File: config.mk
export PLATFORM = sky130hd
export DESIGN_NAME = cp0_exc_ctrl
export DESIGN_NICKNAME = d
export VERILOG_FILES = /design/src/rtl/cp0_exc_ctrl.sv
export SDC_FILE = /design/constraint.sdc
export NUM_CORES = 1
export LEC_CHECK = 0
export CORE_AREA = 2 2 93 95
export DETAILED_ROUTE_END_ITERATION = 10
export DIE_AREA = 0 0 95 97
export GPL_TIMING_DRIVEN = 0
export PLACE_DENSITY_LB_ADDON = 0.2
export SETUP_SLACK_MARGIN = 0.3
export SLEW_MARGIN = 20
export SYNTH_ARGS = -nofsm -noshare
export SYNTH_HDL_FRONTEND = slang
export SYNTH_SLANG_ARGS = --single-unit
File: constraint.sdc
create_clock -name clk -period 2.3 [get_ports clk]
set_clock_uncertainty 0.15 [all_clocks]
set_input_delay 0.345 -clock clk [delete_from_list [all_inputs] [get_ports clk]]
set_output_delay 0.345 -clock clk [all_outputs]
set_load 0.005 [all_outputs]
File: src/rtl/cp0_exc_ctrl.sv
// CP0 exception/interrupt controller: SR, Cause, EPC and PRId, exception entry
// and eret handling for the M stage of the pipeline.
module cp0_exc_ctrl (
    input  logic        clk,
    input  logic        reset,
    input  logic        WE,
    input  logic [4:0]  A1,
    input  logic [4:0]  A2,
    input  logic [31:0] DIn,
    input  logic [31:0] PC,
    input  logic [4:0]  ExcCode,
    input  logic        BD,
    input  logic [5:0]  HWInt,
    input  logic        EXLClr,
    output logic        IntReq,
    output logic [31:0] EPC,
    output logic [31:0] DOut
);

    localparam logic [4:0]  REG_SR    = 5'd12;
    localparam logic [4:0]  REG_CAUSE = 5'd13;
    localparam logic [4:0]  REG_EPC   = 5'd14;
    localparam logic [4:0]  REG_PRID  = 5'd15;
    localparam logic [31:0] PRID_VAL  = 32'h4D50_3730;

    logic [5:0]  sr_im;
    logic        sr_exl;
    logic        sr_ie;
    logic        cause_bd;
    logic [5:0]  cause_ip;
    logic [4:0]  cause_exc;
    logic [31:2] epc_q;

    logic        int_pend;
    logic        exc_pend;
    logic [31:0] sr_word;
    logic [31:0] cause_word;
    logic [31:0] epc_next;

    // Restart address: a delay-slot victim resumes at its branch (wraps mod 2^32).
    function automatic logic [31:0] victim_pc(input logic [31:0] pc, input logic bd);
        logic [31:0] v;
        v = bd ? (pc - 32'd4) : pc;
        return {v[31:2], 2'b00};
    endfunction

    assign int_pend = (|(HWInt & sr_im)) & sr_ie & ~sr_exl;
    assign exc_pend = (ExcCode != 5'd0) & ~sr_exl;
    assign IntReq   = reset & (int_pend | exc_pend);
    assign epc_next = victim_pc(PC, BD);

    assign sr_word    = {16'd0, sr_im, 8'd0, sr_exl, sr_ie};
    assign cause_word = {cause_bd, 15'd0, cause_ip, 3'd0, cause_exc, 2'd0};
    assign EPC        = {epc_q, 2'b00};

    always_comb begin
        DOut = 32'd0;
        case (A1)
            REG_SR:    DOut = sr_word;
            REG_CAUSE: DOut = cause_word;
            REG_EPC:   DOut = EPC;
            REG_PRID:  DOut = PRID_VAL;
            default:   DOut = 32'd0;
        endcase
    end

    always_ff @(posedge clk or negedge reset) begin
        if (!reset) begin
            sr_im     <= 6'd0;
            sr_exl    <= 1'b0;
            sr_ie     <= 1'b0;
            cause_bd  <= 1'b0;
            cause_ip  <= 6'd0;
            cause_exc <= 5'd0;
            epc_q     <= 30'd0;
        end else begin
            cause_ip <= HWInt;
            if (IntReq) begin
                // Exception entry swallows any concurrent mtc0 and eret.
                sr_exl    <= 1'b1;
                cause_bd  <= BD;
                cause_exc <= int_pend ? 5'd0 : ExcCode;
                epc_q     <= epc_next[31:2];
            end else begin
                if (WE && (A2 == REG_SR)) begin
                    sr_im  <= DIn[15:10];
                    sr_exl <= DIn[1];
                    sr_ie  <= DIn[0];
                end
                if (WE && (A2 == REG_EPC)) begin
                    epc_q <= DIn[31:2];
                end
                // Placed last so eret overrides an mtc0 to SR for the EXL bit.
                if (EXLClr) begin
                    sr_exl <= 1'b0;
                end
            end
        end
    end

endmodule

**Word-level counts from Yosys, hierarchy flattened**

Cells that the tools add are included.
Widths: inputs -> output; s select.

- Add/subtract/negate cells: 1
- Eq/ne operators: 6
- Multiplexer cells: 8
- Bitwise gates (word level): 8
- Reduce and logical (&&, ||, !) cells: 7

Operators with widths:

| kind | count |
|---|---|
| $pmux 32 s4 | 1 |
| $mux 30 | 2 |
| $mux 32 | 1 |
| $sub 32x3->32 const B | 1 |
| $eq 5x4->1 const B | 6 |
| $and 6x6->6 | 1 |
| $reduce_or 6->1 | 1 |
| $mux 5 | 1 |
| $reduce_bool 5->1 | 1 |
| $and 1x1->1 | 4 |
| $mux 1 | 3 |
| $reduce_bool 3->1 | 1 |
| $logic_and 1x1->1 | 2 |
| $not 1->1 | 2 |
| $reduce_and 2->1 | 1 |
| $reduce_bool 2->1 | 1 |
| $or 1x1->1 | 1 |

- Register bits: 50
- Input bits: 90
- Output and inout bits: 65
- Word-level logic and storage cells: 37

**Depth between registers and ports, before layout**

Gate-level depths: netlist (run 1).

- Depth in word-level cells: 8
- Mapped depth: 7
- Gate-level depth less buffers: 7

**Worst setup path before layout (run 1)**

Ideal clock, no wire load.

- Kind: in2reg
- From: in PC[18]
- To: reg epc_q[31] in the netlist's numbering
- Setup time: 135 ps
- Arrival time: 1,759 ps
- Required time: 2,015 ps
- Slack: 256 ps
- Stages on the path: 5
- Path buffers: 0
- Cell sequence: or4_4 -> or4_4 -> nor4_4 -> xnor2_1 -> a21oi_2

- Word-level cells in the longest chain between the ends: 3

Ends and longest elaborated chain:

| what | RTL line | RTL |
|---|---|---|
| from (decl) | 10 | `input logic [31:0] PC,` |
| $sub 32x3->32 | 43 | `v = bd ? (pc - 32'd4) : pc;` |
| $mux 32 | 43 |  |
| $mux 30 | 78 | `if (IntReq) begin` |
| to (signal assigned) | 83 | `epc_q <= epc_next[31:2];` |
| to (signal assigned) | 91 | `epc_q <= DIn[31:2];` |
| to (decl) | 32 | `logic [31:2] epc_q;` |

Every way passes these cells.
A chain may end at the register's enable or synchronous reset.

**Final worst setup path (run 1)**

- From: reg sr_im[3]
- To: out IntReq

- Word-level cells in the longest chain between the ends: 6

Ends and longest elaborated chain:

| what | RTL line | RTL |
|---|---|---|
| from (decl) | 26 | `logic [5:0] sr_im;` |
| from (signal assigned) | 86 | `sr_im <= DIn[15:10];` |
| $and 6x6->6 | 47 | `assign int_pend = (\|(HWInt & sr_im)) & sr_ie & ~sr_exl;` |
| $reduce_or 6->1 | 47 |  |
| $and 1x1->1 (2 in series) | 47 |  |
| $or 1x1->1 | 49 | `assign IntReq = reset & (int_pend \| exc_pend);` |
| $and 1x1->1 | 49 |  |
| to (decl) | 15 | `output logic IntReq,` |

Every way passes these cells.

==> results of run 1 <==
-- per-layer routing --
metal  vias up  share of wire  GRT usage
li1       1623              -          -
met2       128           0.48      0.414
met5         -              0          0
met4         0          0.013     0.0468
met1      1618           0.41      0.304
met3        12          0.090     0.0701
-- power by group through the flow --
stage | Combinational [uW] | Clock (uW) | Sequential [uW]
floorplan | 390 | 0 | 1190
global placement | 937 | 0 | 1210
finish | 1070 | 644 | 1210
global route | 1170 | 690 | 1230
CTS | 1020 | 654 | 1200
detailed placement | 958 | 0 | 1210
-- cell families after synthesis --
kind of cell,count (synthesis),synth area share
AOI/OAI and AO/OA,57,0.101
xor gates and xnor gates,29,0.0789
adders and majority gates,1,0.00388
buffers and inverters,29,0.0365
DFF,50,0.389
muxes,42,0.142
other,1,0.00116
and+or+nand+nor,146,0.249
-- stage by stage --
step                      utilization  TNS [ns]  std cells  area, um^2  worst slack [ns]
after global routing            0.693         0        656        5640             0.122
after floorplan                     -         0        356        3220             0.257
after global placement          0.596   -144.69        610        4850             -2.57
final                           0.693         0        656        5640             0.169
after detailed placement        0.596    -34.29        610        4840            -0.999
after CTS                       0.665         0        644        5410             0.156
-- cells in the mapped netlist (all sizes together), types with 2 or more instances --
master	instances
nor2	57
dfrtp	50
mux2	29
a21oi	26
xnor2	23
nand2	19
o21ai	17
nor3	16
clkbuf	15
mux2i	13
and2	10
inv	8
nor4	8
a22oi	7
nand3	7
nor2b	7
or3	6
xor2	6
buf	5
or4	4
a211oi	3
nand4	3
nor4b	2
-- worst max-delay path: cells and delay by family, from the launching register on --
family          cells  cell delay (ns)
compound gates      3             0.51
buf+inv             3             0.39
flops               1             0.42
-- cell usage in the layout, fill, tap and decap left out, types with 4 or more instances in the layout --
cell type and n:
clkdlybuf4s15_1 5, or3_1 4, dfrtp_1 50, clkdlybuf4s50_1 78
nor2b_1 4, o21ai_1 16, inv_1 8, buf_6 10
xor2_1 6, nor2_1 51, nand2_1 18, dlymetal6s2s_1 5
clkbuf_8 10, a21oi_1 23, and2_1 5, dlygate4sd2_1 37
nor3_2 8, nor2_2 5, and2_4 5, buf_4 28
a22oi_2 6, buf_2 13, mux2i_1 12, nand3_1 6
xnor2_1 23, nor3_1 7, clkbuf_2 14, mux2_2 10
mux2_1 17, nor4_4 6
-- state kept, by name, indices dropped and copies added (netlist names) --
register   flops
cause_exc      5
sr_exl         1
cause_ip       6
cause_bd       1
epc_q         30
sr_im          6
sr_ie          1
-- layout make-up --
cell class	instances	area, um^2
inverters	9	38.8
plain buffers	20	218
well taps	105	131
repair buffers	187	1750
flip-flops and latches	50	1250
multi-input cells	277	2140
clock inverters	3	43.8
clock buffers	5	68.8
fillers	662	2490
-- what timing repair did --
action / 4_1_cts / 5_1_grt
resized for setup: 188 / 73
gates cloned: 3 / 2
endpoints found under the hold margin: 50 / 50
pin swaps: 32 / 19
buffers inserted: 23 / 10
setup endpoints to repair: 76 / 73
-- how the worst max path moves through the flow --
stage	from	endpoint	slack, ns	depth (start not counted)
finish	sr_im[3]	IntReq	0.17	6
global route	sr_im[3]	IntReq	0.12	6
CTS	sr_im[0]	IntReq	0.16	6
detailed placement	A1[0]	DOut[29]	-1.0	5
global placement	reset	IntReq	-2.57	6
floorplan	PC[18]	epc_q[31]	0.26	5
==> metrics.yaml, run 1 <==
outcome:
  status: "finished, violations left"
  violations: "hold timing"
grt:
  grt_max_degree: 52
  grt_pass1_wl_um: 17400
  antenna_found_initial: 0
  grt-ovfl-total: 0
  track_usage: 0.243
  first_global_vias: 3428
sta:
  min_period_over_period: 0.927
  timing.fmax_mhz: 469
  hold_ws_ns: -0.219
  final_max_slew_viol_count: 0
  hold_viol: 50
  grt_setup_unrepaired: "true"
  finalSetupViolCount: 0
  min_period_ns: 2.13
clock_network:
  cts_tree: "done"
  clock-sinks: 50
  cts-htree-levels: 2
  numCtsBuffers: 5
  root_buffer: "clkbuf_8"
  clockBufferDepth: 2
  clock_latency_ns: 0.31
  clk_pin_slew_ns: 0.10
power:
  seqPwrFrac: 0.413
  p_leak_uw: 0.00250
  power_uw: 2920
  pwr-share-clk: 0.220
  sw_frac_of_total: 0.309
  intPower_uw: 2020
  p_sw_uw: 904
  p_per_area_nw_per_um2: 518
  p_comb_frac: 0.366
  ir_drop_mv: 0.322
final_layout:
  final_nets: 641
  syn_to_final_growth_pct: 75.1
  layout-drive-gt1-share: 0.289
  antenna_cells: 0
die:
  num_io_pins: 155
  start_util: 0.396
  dieArea_um2: 9220
  die_y_um: 97
  rows: 33
  core-area_um2: 8130
  die_w_um: 95
synth:
  syn_inst: 355
  synth_area_leaders: "dfrtp_1 39%, mux2_1 6.6%, nor2_1 6.6%, xnor2_1 6.3%, mux2i_1 4.0%"
  avgSynthCellArea_um2: 9.07
  synthDistinctLibCells: 48
  synth_edf_count: 0
  synthArstFlopShare: 1.00
  yosys_warnings: 0
  ys.flop_type: "dfrtp_1"
  yosysTopAreaCell: "dfrtp_1"
  yosysTopAreaCellShare: 0.389
  netlist_area_um2: 3220
  yosysSeqAreaShare: 0.389
  ys_ff_latch: 50
route:
  detail-route-antenna-nets: 0
  drc: 0
  wirelength_um: 11600
  vias: 3381
  viasPerCell: 5.15
  initialDrtViolationCount: 91
  wl_per_cell_um: 17.6
  drtPass1Iterations: 4
flow_run:
  cap_viol_max_count: 0
setup_path:
  r2r_end: "epc_q[31]"
  worstRegToRegCells: 8
  startpoint_type: "flop"
  endpoint_kind: "primary output"
  crit_required_ns: 1.80
  cp_max_fo: 3
  worstSetupPathType: "flop to primary output"
  cp_cell_sequence: "a22oi_2 -> a31oi_1 -> o21a_1 -> clkbuf_8 -> clkbuf_16 -> buf_6"
  cp_slowest_stage_delay_ns: 0.42
  crit_arrival_ns: 1.64
  r2r_slack_ns: 0.39
  cp_slowest_cell: "dfrtp_1"
  r2r_start: "sr_im[3]"
place:
  portBuffers: 149
  hpwl_um: 7940
  gp_congestion: 0.854
worst_hold_path:
  hold_class: "input pin to async pin"
No activity file was read; power rests on OpenSTA's default activity.
==> run 2, diff against run 1 <==
- TNS_END_PERCENT: not set -> 20
==> metrics.yaml, run 2 (synthesis results as in run 1) <==
power:
  pwr-share-clk: 0.223  # +0.003
  intPower_uw: 1990  # -1.3%
  sw_frac_of_total: 0.305  # -0.00417
  ir_drop_mv: 0.320  # -0.70%
  p_per_area_nw_per_um2: 525  # +1.3%
  p_comb_frac: 0.359  # -0.007
  seqPwrFrac: 0.419  # +0.006
  p_sw_uw: 875  # -3.2%
  p_leak_uw: 0.00246  # -1.4%
die:
  start_util: 0.396  # unchanged
  num_io_pins: 155  # unchanged
  dieArea_um2: 9220  # unchanged
  core-area_um2: 8130  # unchanged
  rows: 33  # unchanged
  die_w_um: 95  # unchanged
  die_y_um: 97  # unchanged
final_layout:
  multi_input_area_um2: 2070  # -2.9%
  layout-drive-gt1-share: 0.224  # -0.0641
  top_regs: "epc_q: 30 flops, cause_ip: 6 flops, sr_im: 6 flops"
  syn_to_final_growth_pct: 69.6
  antenna_cells: 0  # unchanged
  final_common_cell: "clkdlybuf4s50_1"
  regMostFlops: "epc_q"
  final_core_util: 0.672  # -0.0218
  final_nets: 629  # -1.9%
  layout_common_cells: "83 x clkdlybuf4s50_1, 53 x nor2_1, 50 x dfrtp_1"
  fillCellCount: 679  # +2.6%
  largest_register_ffs: 30  # unchanged
  regArea_um2: 1250  # unchanged
setup_path:
  endpoint_kind: "primary output"
  r2r_start: "sr_im[0]"
  cp_num_buf_inv: 3  # unchanged
  r2r_slack_ns: 0.33  # -0.06 ns
  worstSetupPathType: "flop to primary output"
  cp_max_fo: 2  # -1
  startpoint_type: "flop"
  r2r_end: "cause_exc[2]"
  cp_slowest_cell: "dfrtp_1"
  cp_top_family: "compound AO/OA/AOI/OAI gates"
  crit_required_ns: 1.80  # about the same
  crit_arrival_ns: 1.64  # about the same
  cp_cell_sequence: "a22oi_2 -> a31oi_1 -> o21a_1 -> clkbuf_8 -> clkbuf_16 -> buf_6"
  cp_slowest_stage_delay_ns: 0.41  # about the same
  worstRegToRegCells: 8  # unchanged
grt:
  grt-ovfl-total: 0  # unchanged
  first_global_vias: 3400  # -0.82%
  antenna_found_initial: 0  # unchanged
  grt_max_degree: 52  # unchanged
  grt_pass1_wl_um: 17100  # -1.5%
  track_usage: 0.239  # -0.00339
clock_network:
  clock-sinks: 50  # unchanged
  cts_tree: "done"
  clockBufferDepth: 2  # unchanged
  root_buffer: "clkbuf_8"
  cts-htree-levels: 2  # unchanged
  clk_pin_slew_ns: 0.10  # about the same
  clock_latency_ns: 0.30  # about the same
  numCtsBuffers: 5  # unchanged
outcome:
  violations: "hold timing"
  status: "finished, violations left"
sta:
  hold_ws_ns: -0.169  # +0.0497 ns
  tns_ns: 0  # unchanged
  hold_viol: 50  # unchanged
  timing.fmax_mhz: 468  # -0.22%
  min_period_over_period: 0.929  # +0.00203
  final_max_slew_viol_count: 0  # unchanged
  grt_setup_unrepaired: "true"
  min_period_ns: 2.14  # +0.00467 ns
  finalSetupViolCount: 0  # unchanged
place:
  hpwl_um: 7940  # unchanged
  gp_congestion: 0.854  # unchanged
  portBuffers: 149  # unchanged
flow_run:
  cap_viol_max_count: 0  # unchanged
route:
  detail-route-antenna-nets: 0  # unchanged
  drc: 0  # unchanged
  drtPass1Iterations: 4  # unchanged
  viasPerCell: 5.18  # +0.54%
  wirelength_um: 11200  # -2.8%
  wl_per_cell_um: 17.4  # -0.98%
  vias: 3337  # -1.3%
  initialDrtViolationCount: 105  # +15%
worst_hold_path:
  hold_class: "input pin to async pin"
[run 2: cell count changes in the layout (fill, tap and decap cells not counted), moves of 3 or more]
cell             change
buf_4                -8
clkbuf_2             -7
clkdlybuf4s50_1      +5
dlymetal6s2s_1       +4
a22oi_1              +3
a22oi_2              -3
buf_8                -3
[run 2: worst max path at each step]
stage	depth (start not counted)	startpoint	endpoint
global route	6	sr_im[1]	IntReq
global placement	6	reset	IntReq
floorplan	5	PC[18]	epc_q[31]
detailed placement	5	A1[0]	DOut[29]
finish	6	sr_im[1]	IntReq
CTS	6	sr_im[0]	IntReq
[run 2: layer usage]
metal | routed length [um] | track usage
met4 | 161 | 0.0624
met2 | 5430 | 0.405
met3 | 974 | 0.0654
met1 | 4670 | 0.298
met5 | 0 | 0
[run 2: what timing repair did]
| item | 4_1_cts | 5_1_grt |
|---|---|---|
| setup endpoints to repair | 76 | 75 |
| resized for setup | 159 | 45 |
| pin swaps | 21 | 13 |
| gates cloned | 1 | 0 |
| setup buffers | 20 | 5 |
| hold endpoints to repair | 50 | 50 |
[run 2: layout make-up]
cell class / count / area share
Sequential cell: 50 / 0.229
Clock inverter: 3 / 0.00802
Multi-Input combinational cell: 277 / 0.380
Timing Repair Buffer: 175 / 0.308
Tap cell: 105 / 0.0240
Buffer: 20 / 0.0328
Inverter: 9 / 0.00641
Clock buffer: 5 / 0.0126
[run 2: stage by stage]
stage	area (um^2)	worst slack, ns	hold WS, ns	instances	total power, uW
2_1_floorplan	3220	0.257	-0.101	356	1580
3_3_place_gp	4850	-2.57	0.324	610	2140
3_5_place_dp	4840	-0.999	0.274	610	2170
4_1_cts	5290	0.156	-0.158	639	2870
5_1_grt	5460	0.114	-0.146	644	3030
6_report	5460	0.164	-0.169	644	2870
[run 2: worst register-to-register path: stages (launching register included)]
cell      delay (ns)
dfrtp_1         0.39
a22oi_2         0.10
a31oi_1         0.22
o21a_1          0.15
clkbuf_8        0.14
buf_4           0.16
clkbuf_1        0.36
nand3_1         0.13
o21ai_1         0.10
[run 2: power groups by stage]
stage | clock (uW) | sequential [uW] | combinational, uW
after floorplan | 0 | 1190 | 390
after global placement | 0 | 1210 | 937
after detailed placement | 0 | 1210 | 958
after CTS | 654 | 1200 | 1010
after global routing | 690 | 1220 | 1120
final | 639 | 1200 | 1030
